$ cat src/rtl/alu_issue_stage.sv
// Purpose: ALU issue stage. Registers one operation, drives the external ALU and queues {W, Zero, Err, Tag} in a 2-entry in-order result FIFO.
// Latency: an op accepted on edge N is pushed on edge N+1, so OutValid is high in cycle N+2 when the FIFO was empty; 1 op/cycle sustained.
// Backpressure: InReady drops once two ops are in flight unless the head is popped this cycle; Out* hold stable while OutReady is low.
// Ports: CLK/Reset/Flush control; InValid/InReady/InA/InB/InCtrl/InTag upstream handshake; BusA/BusB/ALUCtrl to the ALU;
//        BusW/Zero back from the ALU; OutValid/OutReady/OutW/OutZero/OutErr/OutTag downstream handshake.
module alu_issue_stage (
  input  logic        CLK,
  input  logic        Reset,
  input  logic        Flush,
  input  logic        InValid,
  output logic        InReady,
  input  logic [63:0] InA,
  input  logic [63:0] InB,
  input  logic [3:0]  InCtrl,
  input  logic [4:0]  InTag,
  output logic [63:0] BusA,
  output logic [63:0] BusB,
  output logic [3:0]  ALUCtrl,
  input  logic [63:0] BusW,
  input  logic        Zero,
  output logic        OutValid,
  input  logic        OutReady,
  output logic [63:0] OutW,
  output logic        OutZero,
  output logic        OutErr,
  output logic [4:0]  OutTag
);

  typedef struct packed {
    logic [63:0] w;
    logic        zero;
    logic        err;
    logic [4:0]  tag;
  } resEntry_t;

  logic                opValid;
  logic [4:0]          opTag;
  resEntry_t [1:0]     fifoMem;
  resEntry_t [1:0]     memNext;
  logic                wrPtr, rdPtr, wrPtrNext, rdPtrNext;
  logic [1:0]          count, countNext;
  logic [1:0]          occupancy;
  resEntry_t           head, headNext, pushEntry;
  logic                accept, push, pop, ctrlOk;

  assign occupancy = {1'b0, opValid} + count;
  assign OutValid  = (count != 2'd0);
  assign pop       = OutValid && OutReady;
  // A same-cycle pop frees a slot, so a full stage can still accept.
  assign InReady   = !Reset && !Flush && ((occupancy < 2'd2) || pop);
  assign accept    = InValid && InReady;
  // The operand register always drains into the FIFO on the next edge.
  assign push      = opValid;

  assign ctrlOk = (ALUCtrl == 4'd0) || (ALUCtrl == 4'd1) || (ALUCtrl == 4'd2) ||
                  (ALUCtrl == 4'd6) || (ALUCtrl == 4'd7);

  // Unsupported ops mask whatever the ALU produced so the result is clean.
  always_comb begin
    pushEntry.w    = ctrlOk ? BusW : 64'd0;
    pushEntry.zero = ctrlOk ? Zero : 1'b0;
    pushEntry.err  = !ctrlOk;
    pushEntry.tag  = opTag;
  end

  always_comb begin
    memNext   = fifoMem;
    wrPtrNext = wrPtr;
    rdPtrNext = rdPtr;
    countNext = count;
    if (push) begin
      memNext[wrPtr] = pushEntry;
      wrPtrNext      = ~wrPtr;
    end
    if (pop) begin
      rdPtrNext = ~rdPtr;
    end
    case ({push, pop})
      2'b10:   countNext = count + 2'd1;
      2'b01:   countNext = count - 2'd1;
      default: countNext = count;
    endcase
    // Out* are registered so they keep the last head once the FIFO empties.
    headNext = (countNext != 2'd0) ? memNext[rdPtrNext] : head;
  end

  always_ff @(posedge CLK) begin
    if (Reset) begin
      opValid <= 1'b0;
      opTag   <= '0;
      BusA    <= '0;
      BusB    <= '0;
      ALUCtrl <= '0;
      fifoMem <= '0;
      head    <= '0;
      wrPtr   <= 1'b0;
      rdPtr   <= 1'b0;
      count   <= 2'd0;
    end else if (Flush) begin
      // Operand buses and the visible head are left untouched.
      opValid <= 1'b0;
      wrPtr   <= 1'b0;
      rdPtr   <= 1'b0;
      count   <= 2'd0;
    end else begin
      opValid <= accept;
      if (accept) begin
        BusA    <= InA;
        BusB    <= InB;
        ALUCtrl <= InCtrl;
        opTag   <= InTag;
      end
      fifoMem <= memNext;
      wrPtr   <= wrPtrNext;
      rdPtr   <= rdPtrNext;
      count   <= countNext;
      head    <= headNext;
    end
  end

  assign OutW    = head.w;
  assign OutZero = head.zero;
  assign OutErr  = head.err;
  assign OutTag  = head.tag;

endmodule

$ cat config.mk
export PLATFORM = sky130hd
export DESIGN_NAME = alu_issue_stage
export DESIGN_NICKNAME = d
export VERILOG_FILES = /design/src/rtl/alu_issue_stage.sv
export SDC_FILE = /design/constraint.sdc
export NUM_CORES = 1
export LEC_CHECK = 0
export BUFFER_PORTS_ARGS = -buffer_cell sky130_fd_sc_hd__buf_4
export CORE_MARGIN = 2
export CORE_UTILIZATION = 46
export DETAILED_ROUTE_END_ITERATION = 10
export GPL_ROUTABILITY_DRIVEN = 0
export PLACE_DENSITY = 0.84
export SLEW_MARGIN = 20
export SYNTH_ARGS = -nofsm -noshare
export SYNTH_HDL_FRONTEND = slang
export SYNTH_SLANG_ARGS = --single-unit
$ cat constraint.sdc
create_clock -name CLK -period 2.5 [get_ports CLK]
set_input_delay 0.5 -clock CLK [delete_from_list [all_inputs] [get_ports CLK]]
set_output_delay 0.5 -clock CLK [all_outputs]
set_load 0.02 [all_outputs]
==> flow_summary.json <==
{
  "hold_path.startpoint": "InA[49]",
  "worstSkewPairLatency_ns": 0.54,
  "dieArea_um2": 30900,
  "place_area_um2": 17200,
  "vias": 13700,
  "overflow": 0,
  "ant_nets": 0,
  "port_buffers": 411,
  "start_util": 0.470,
  "synthAdderAreaFrac": 0.000920,
  "r2r_end": "OutW[6]",
  "cts.htree.levels": 2,
  "postCtsHoldBufs": 0,
  "hold-worst-slack_ns": 0.220,
  "hp-class": "in -> reg",
  "ys_async_sr_fraction": 0,
  "std_cell_rows": 62,
  "netlist_instances": 1743,
  "worstSetupPathType": "reg -> reg",
  "met2WireLength_mm": 23.5,
  "crit_path_end_kind": "flop",
  "synth.yosys.seq_area_share": 0.523,
  "maxSlewViolCount": 0,
  "r2r_start": "count[0]",
  "p_total_uw": 13000,
  "synth_top_area_frac": 0.523,
  "syn_nets": 1951,
  "worstPathArrival_ns": 2.81,
  "clock-root-buffer": "clkbuf_16",
  "cts_setup_buffers": 0,
  "finalCriticalPeriod_ns": 2.35,
  "drt_pass1_iterations": 8,
  "dr_wl_met3_mm": 3.92,
  "dieWidth_um": 176,
  "top_layer_used": "met4",
  "required_ns": 2.96,
  "timing.fmax_ghz": 0.425,
  "ys_ff_latch": 355,
  "worst-slew-pin-transition_ns": 0.905,
  "peakVddDrop_v": 0.000593,
  "min_path_cells": 3,
  "drive_gt1_frac": 0.250,
  "synth.distinct_cells": 40,
  "synth-simple-area-share": 0.236,
  "yosysWarnings": 0,
  "yosysMostFrequentCell": "nand2_1",
  "drt-initial-drc-count": 1134,
  "synth_largest_area_cell": "dfxtp_1",
  "register_area_um2": 7110,
  "area_growth_pct": 36.6,
  "rrSetupSlack_ns": 0.15,
  "worstRegToRegCells": 9,
  "final_area_um2": 18600,
  "antenna_found_initial": 6,
  "cts_tree": "built",
  "synth_area_um2": 13600,
  "grt_pass1_wl_mm": 71.3,
  "wl_met1_mm": 16.5,
  "setup_violations": 0,
  "final.setup_skew_ns": 0.0206,
  "numCtsBuffers": 38,
  "cts_resized": 0,
  "ys_top_cells_by_area": "dfxtp_1 (52%), nand2_1 (19%), a21oi_1 (13%)",
  "post-dp-hpwl_mm": 31.0,
  "maxCapViolCount": 0,
  "rsz0062_at_grt": "false",
  "cp-start-kind": "flop",
  "status": "completed",
  "cts_sinks": 355,
  "p_per_area_nw_per_um2": 699,
  "vias_per_cell": 5.46,
  "core_um2": 28900,
  "grt_max_degree": 168,
  "synth_top_family_by_area": "simple AND/OR/NAND/NOR gates",
  "drc_errors": 0,
  "slew-limit-headroom": 0.397,
  "synth_compound_area_frac": 0.195,
  "fin_util": 0.642,
  "clk_path_buf_depth": 3,
  "grt_pass1_vias": 13500,
  "grt.total_usage": 0.287,
  "leakagePower_uw": 0.00721,
  "ys.flop_type": "dfxtp_1",
  "period_share": 0.941,
  "synth_xor_area_frac": 0.00359,
  "wl_mm": 46.2,
  "hold_violations": 0,
  "hold_end": "BusA[49]",
  "synth_mux_area_frac": 0,
  "die_h_um": 176,
  "nets": 2305,
  "fin_tns_setup_ns": 0,
  "clkTransAtPathRegs_ns": 0.06,
  "fillers": 2303,
  "wl_per_cell_um": 18.4,
  "io_pins": 412,
  "multiInputGateArea_um2": 6000,
  "synth_commonest_cells": "nand2_1 (698), dfxtp_1 (355), a21oi_1 (350), clkbuf_1 (111), and2_1 (65)",
  "crit_fanout": 14,
  "synth_edf_count": 0,
  "synth.avg_cell_area_um2": 7.80
}
## layout by cell type, fill, tap and decap left out, types with 2 or more instances in the layout
cell type / n
nand3_1: 3
bufinv_16: 5
diode_2: 6
a221o_1: 64
or3_2: 2
or2_2: 2
a211oi_1: 2
clkinv_2: 5
o211ai_1: 11
a21o_1: 2
a31oi_1: 5
nor3_4: 2
a32o_1: 6
nor2_1: 11
nor3_2: 2
and2_1: 65
and3b_1: 2
buf_12: 15
clkbuf_8: 12
a21oi_1: 349
dfxtp_1: 355
buf_4: 435
clkbuf_16: 39
clkbuf_1: 4
nand2_1: 698
## per-layer routing
| layer | up-vias | track usage |
|---|---|---|
| li1 | 6481 | - |
| met1 | 6428 | 0.320 |
| met3 | 139 | 0.0697 |
| met4 | 0 | 0.145 |
| met5 | - | 0 |
| met2 | 674 | 0.507 |
## per-stage QoR
step	setup slack, ns	std cells
floorplan	0.0252	1743
global placement	0.0821	2441
detailed placement	0.0137	2441
CTS	0.163	2508
global route	0.0298	2514
finish	0.147	2514
## report_power, final
group / internal [uW] / switching [uW] / leakage, uW
sequential: 5770 / 67.2 / 0.00287
combinational: 484 / 637 / 0.00367
clock: 3710 / 2310 / 0.000669
total: 9960 / 3010 / 0.00721
## registers in the layout (all words and copies together) (netlist names)
name and count:
ALUCtrl 4, BusA 64, BusB 64, OutErr 1, OutTag 5, OutW 64
OutZero 1, count 2, fifoMem 142, opTag 5, opValid 1, rdPtr 1
wrPtr 1
## worst max-delay path, cell delays in order, from the launching register on
cell and delay (ns):
dfxtp_1 0.38, o21a_2 0.24, ha_1 0.29, buf_4 0.15, nand2b_1 0.09, a21o_1 0.25
nand2_1 0.15, nor3_4 0.31, buf_4 0.28, a221o_1 0.16
## layout make-up
| class | count | area share |
|---|---|---|
| Antenna cell | 6 | 0.000809 |
| Clock inverter | 13 | 0.0114 |
| Tap cell | 384 | 0.0259 |
| Clock buffer | 54 | 0.0615 |
| Multi-Input combinational cell | 1246 | 0.323 |
| Inverter | 4 | 0.000943 |
| Timing Repair Buffer | 452 | 0.193 |
| Sequential cell | 355 | 0.383 |
## worst max-delay path by stage
stage,from,endpoint,depth (start not counted)
5_1_grt,count[0],OutW[7],9
4_1_cts,count[0],OutW[23],9
3_5_place_dp,OutReady,OutW[23],10
3_3_place_gp,OutReady,OutW[40],10
2_1_floorplan,opValid,OutW[62],10
6_report,count[0],OutW[6],9
## logic make-up after synthesis
logic type                 after synthesis
AOI/OAI and AO/OA                      447
buffers and inverters                  142
and+or+nand+nor                        794
xor gates and xnor gates                 4
DFF                                    355
adders and majority gates                1
(Power assumes the default switching activity.)
